--- config.mk ---
export PLATFORM = sky130hd
export DESIGN_NAME = instr_fetch_unit
export DESIGN_NICKNAME = d
export VERILOG_FILES = /design/src/rtl/instr_fetch_unit.sv
export SDC_FILE = /design/constraint.sdc
export NUM_CORES = 1
export LEC_CHECK = 0
export BUFFER_PORTS_ARGS = -buffer_cell sky130_fd_sc_hd__buf_2
export CAP_MARGIN = 25
export CORE_MARGIN = 3
export CORE_UTILIZATION = 40
export CTS_CLUSTER_SIZE = 14
export DETAILED_ROUTE_END_ITERATION = 12
export GPL_ROUTABILITY_DRIVEN = 0
export PLACE_DENSITY = 0.69
export SLEW_MARGIN = 10
export SYNTH_ARGS = -nofsm -noshare
export SYNTH_HDL_FRONTEND = slang
export SYNTH_SLANG_ARGS = --single-unit
--- constraint.sdc ---
create_clock -name CLK -period 2.7 [get_ports CLK]
set_input_delay 0.27 -clock CLK [delete_from_list [all_inputs] [get_ports CLK]]
set_output_delay 0.27 -clock CLK [all_outputs]
set_load 0.02 [all_outputs]
--- src/rtl/instr_fetch_unit.sv ---
// Instruction fetch unit: holds the PC, drives the IMEM address and presents the IF/ID payload.
// It handles decode stalls and taken-branch redirects. The IMEM has a 1-cycle synchronous read.
//
// state | meaning
// BOOT  | first cycle after reset, nothing presented yet
// RUN   | presenting the IMEM word that was read this cycle
// HOLD  | stalled, presenting the word captured in hold_q
module instr_fetch_unit #(
  parameter logic [31:0] RESET_PC = 32'h0000_0000
) (
  input  logic        CLK,
  input  logic        rst,
  input  logic        stall,
  input  logic        branch_taken,
  input  logic [31:0] branch_target,
  output logic [31:0] imem_addr,
  input  logic [31:0] imem_rdata,
  output logic [31:0] if_pc,
  output logic [31:0] if_pc4,
  output logic [31:0] if_instr,
  output logic        if_valid
);

  typedef enum logic [1:0] {
    BOOT = 2'd0,
    RUN  = 2'd1,
    HOLD = 2'd2
  } state_t;

  state_t      state, state_next;
  logic [31:0] pc_q, pc_next;
  logic [31:0] if_pc_q, if_pc_next;
  logic [31:0] hold_q, hold_next;
  logic [31:0] tgt;

  assign tgt = branch_target & 32'hFFFF_FFFC;

  always_ff @(posedge CLK or posedge rst) begin
    if (rst) begin
      state   <= BOOT;
      pc_q    <= RESET_PC;
      if_pc_q <= 32'h0;
      hold_q  <= 32'h0;
    end else begin
      state   <= state_next;
      pc_q    <= pc_next;
      if_pc_q <= if_pc_next;
      hold_q  <= hold_next;
    end
  end

  always_comb begin
    state_next = state;
    pc_next    = pc_q;
    if_pc_next = if_pc_q;
    hold_next  = hold_q;
    if (branch_taken) begin
      if_pc_next = tgt;
      pc_next    = tgt + 32'd4;
      state_next = RUN;
    end else if (state == BOOT || !stall) begin
      if_pc_next = pc_q;
      pc_next    = pc_q + 32'd4;
      state_next = RUN;
    end else if (state == RUN) begin
      // The IMEM re-reads pc_q during the stall, so the word being presented must be captured now.
      hold_next  = imem_rdata;
      state_next = HOLD;
    end
  end

  assign imem_addr = branch_taken ? tgt : pc_q;
  assign if_pc     = if_pc_q;
  assign if_pc4    = if_pc_q + 32'd4;
  assign if_valid  = (state != BOOT);

  // Nothing is presented while booting, so show zero rather than a stale RD value.
  always_comb begin
    if_instr = imem_rdata;
    if (state == BOOT)      if_instr = 32'h0;
    else if (state == HOLD) if_instr = hold_q;
  end

endmodule
==> impl_metrics.yaml <==
status:
  status: "finished, final reports clean"
power:
  cellLeakagePower_nw: 3.30
  peakVddDrop_mv: 0.257
  p_per_area_mw_per_mm2: 648
setup_path:
  critPathMaxStageDelay_ns: 0.45
  required_ns: 2.43
  cp_slowest_cell: "dfrtp_1"
  path_buf_inv: 2
  crit_chain: "nand4_1, or3_4, nor4_1, buf_4, nand3_1, xnor2_1, buf_2"
  path_class: "reg -> out"
  crit_arrival_ns: 2.29
  cp_top_family: "simple AND/OR/NAND/NOR gates"
  start_kind: "flop"
  worstPathMaxFanout: 7
  crit_path_end_kind: "output port"
clock_tree:
  cts_tree: "built"
  htree_levels: 3
  hold_buffers: 0
  cts_root_buf: "clkbuf_16"
  clock_sinks: 94
  cts_buffers: 9
  cts_buffer_depth: 2
  clk_pin_slew_worst_paths_ns: 0.06
  clk_latency_ns: 0.34
  cts_setup_buffers: 0
cells_and_area:
  final_nets: 874
  n_antenna_cell: 0
  layout-drive-gt1-share_pct: 35.6
  fin_util_pct: 53.0
  areaGrowthSynthToFinish_pct: 27.3
  finalNonFillerCells: 985
sta:
  tightest_slew_ns: 0.772
  finalSetupViolCount: 0
  fin_ws_ns: 0.136
  hold_slack_ns: 0.0647
  fin_setup_tns_ns: 0
  final.setup_skew_ns: 0.00774
  hold_viol_final: 0
  fmax_ghz: 0.390
  rsz0062_at_grt: "no"
  drv_slew: 0
  period_minus_slack_ns: 2.56
  slew_headroom_pct: 48.4
  period_share_pct: 95.0
yosys:
  netlist.area_leader.share_pct: 41.8
  ys_ff_latch: 94
  yosysWarnings: 0
  ys_seq_area_share_pct: 41.8
  synth.area.top_cells: "dfrtp_1 (42%), mux2_2 (9.2%), xnor2_1 (5.0%)"
  synth_edf_count: 0
  syn_area_sq_mm: 0.00563
  synth-main-ff-cell: "dfrtp_1"
  syn_avg_cell_area_sq_um: 9.18
  synth.distinct_cells: 50
  netlist.top_cell.by_area: "dfrtp_1"
  yosys-top-cells-count: "dfrtp_1 (94), nor2_1 (69), nand2_1 (67)"
  postSynthCellCount: 613
  ys_async_sr_fraction_pct: 100
  yosysMostFrequentCell: "dfrtp_1"
global_route:
  grt_pass1_wl_microns: 24800
  grt_pass1_vias: 4591
  grtUsageTotal_pct: 19.6
  grt_overflow: 0
  grt_start_max_net_pins: 80
  antenna_found_initial: 0
detailed_routing:
  wire_per_inst_microns: 16.0
  drtIter0Drc: 431
  wl_microns: 15800
  vias: 5202
  postRouteAntennaNets: 0
  drt_pass1_iterations: 5
  drc: 0
  viasPerCell: 5.28
run:
  cap_violations: 0
placed_design:
  pre_cts_ws_ns: 0.246
  numPortBuffers: 188
  dp_hpwl_microns: 12100
  dp_cells: 969
floorplanning:
  coreArea_sq_mm: 0.0135
  row_count: 42
  io_pins: 197
  dieArea_sq_mm: 0.0155
  die_y_microns: 125
  initial_core_util_pct: 41.7
  dieWidth_microns: 125
min_path:
  hp-class: "in -> async"
==> report_power, final <==
part	leakage [nW]	total, mW	internal [mW]	switching [mW]
Clock	0.136	1.25	0.720	0.530
Sequential	1.10	1.91	1.66	0.244
Combinational	2.07	1.48	0.589	0.894
Total	3.30	4.64	2.97	1.67
==> stage by stage <==
stage	total power, mW	cell area [sq um]
after floorplan	2.88	5660
after global placement	3.40	6850
after detailed placement	3.42	6850
after CTS	4.69	7140
after global routing	4.91	7160
final	4.64	7160
==> cell usage in the layout (no fill, tap or decap), types with 3 or more instances in the layout <==
| cell type | n |
|---|---|
| nor2b_1 | 4 |
| dfrtp_1 | 94 |
| a222oi_1 | 3 |
| xnor2_1 | 32 |
| xor2_1 | 12 |
| nand3b_1 | 7 |
| clkinvlp_4 | 3 |
| a22oi_1 | 3 |
| o21a_1 | 6 |
| o31ai_1 | 7 |
| and3_1 | 6 |
| nor3_1 | 8 |
| nand3_1 | 29 |
| o31a_1 | 6 |
| o2111ai_1 | 3 |
| a21oi_1 | 28 |
| nor4_1 | 8 |
| nand2_1 | 66 |
| mux2_2 | 46 |
| inv_1 | 20 |
| nand2b_1 | 3 |
| clkbuf_16 | 9 |
| buf_4 | 23 |
| nand4b_1 | 4 |
| nor2_1 | 69 |
| conb_1 | 6 |
| nand4_1 | 15 |
| buf_2 | 188 |
| nor3_2 | 3 |
| o21ai_0 | 24 |
| a22o_1 | 19 |
| mux2i_1 | 17 |
==> worst register-to-register path, stage by stage (launching register included) <==
cell     delay, ns
dfrtp_1       0.37
mux2_2        0.20
ha_1          0.27
nand2_1       0.12
nor4_1        0.32
o21ai_2       0.20
o31a_1        0.33
o31ai_1       0.21
==> path summary, 6_finish.rpt <==
check | cells past startpoint | slack (ns) | start | end
max | 7 | 0.14 | if_pc[7] | if_pc4[27]
max in group asynchronous | 3 | 1.88 | rst | pc_q[9]
min in group CLK | 2 | 0.18 | imem_rdata[12] | hold_q[12]
max reg2reg | 7 | 0.60 | pc_q[3] | pc_q[30]
min reg2reg | 2 | 0.48 | pc_q[29] | pc_q[29]
min | 2 | 0.06 | rst | hold_q[0]
==> cell families after synthesis <==
| family | share of synthesized area, % |
|---|---|
| other | 0.0666 |
| DFF | 41.8 |
| and+or+nand+nor | 20.7 |
| buffers and inverters | 4.69 |
| muxes | 12.2 |
| adders and majority gates | 0.445 |
| AOI/OAI and AO/OA | 13.2 |
| xor gates and xnor gates | 6.85 |
==> area by class of cell <==
cell class / count / area, sq um
clock buffer: 11 / 233
clock inverter: 5 / 58.8
fill: 1272 / 6340
inverter: 21 / 82.6
multi-input combinational: 465 / 3060
sequential: 94 / 2350
tap: 176 / 220
timing repair buffer: 213 / 1150
==> flip-flops by register name (all words and copies together), names as in the netlist <==
name,flops
if_pc,30
hold_q,32
pc_q,30
state,2
==> metal layers <==
layer | global-route usage [%] | wire length (microns) | up-vias
li1 | - | - | 2554
met3 | 3.39 | 959 | 12
met2 | 30.2 | 7120 | 186
met4 | 5.03 | 131 | 0
met1 | 28.5 | 7560 | 2450
met5 | 0 | 0 | -
==> timing repair <==
item | in CTS | in global routing
pin swaps | 0 | 1
gates resized for setup | 0 | 5
endpoints found under the setup margin | 1 | 11
No activity file was read; power rests on OpenSTA's default activity.
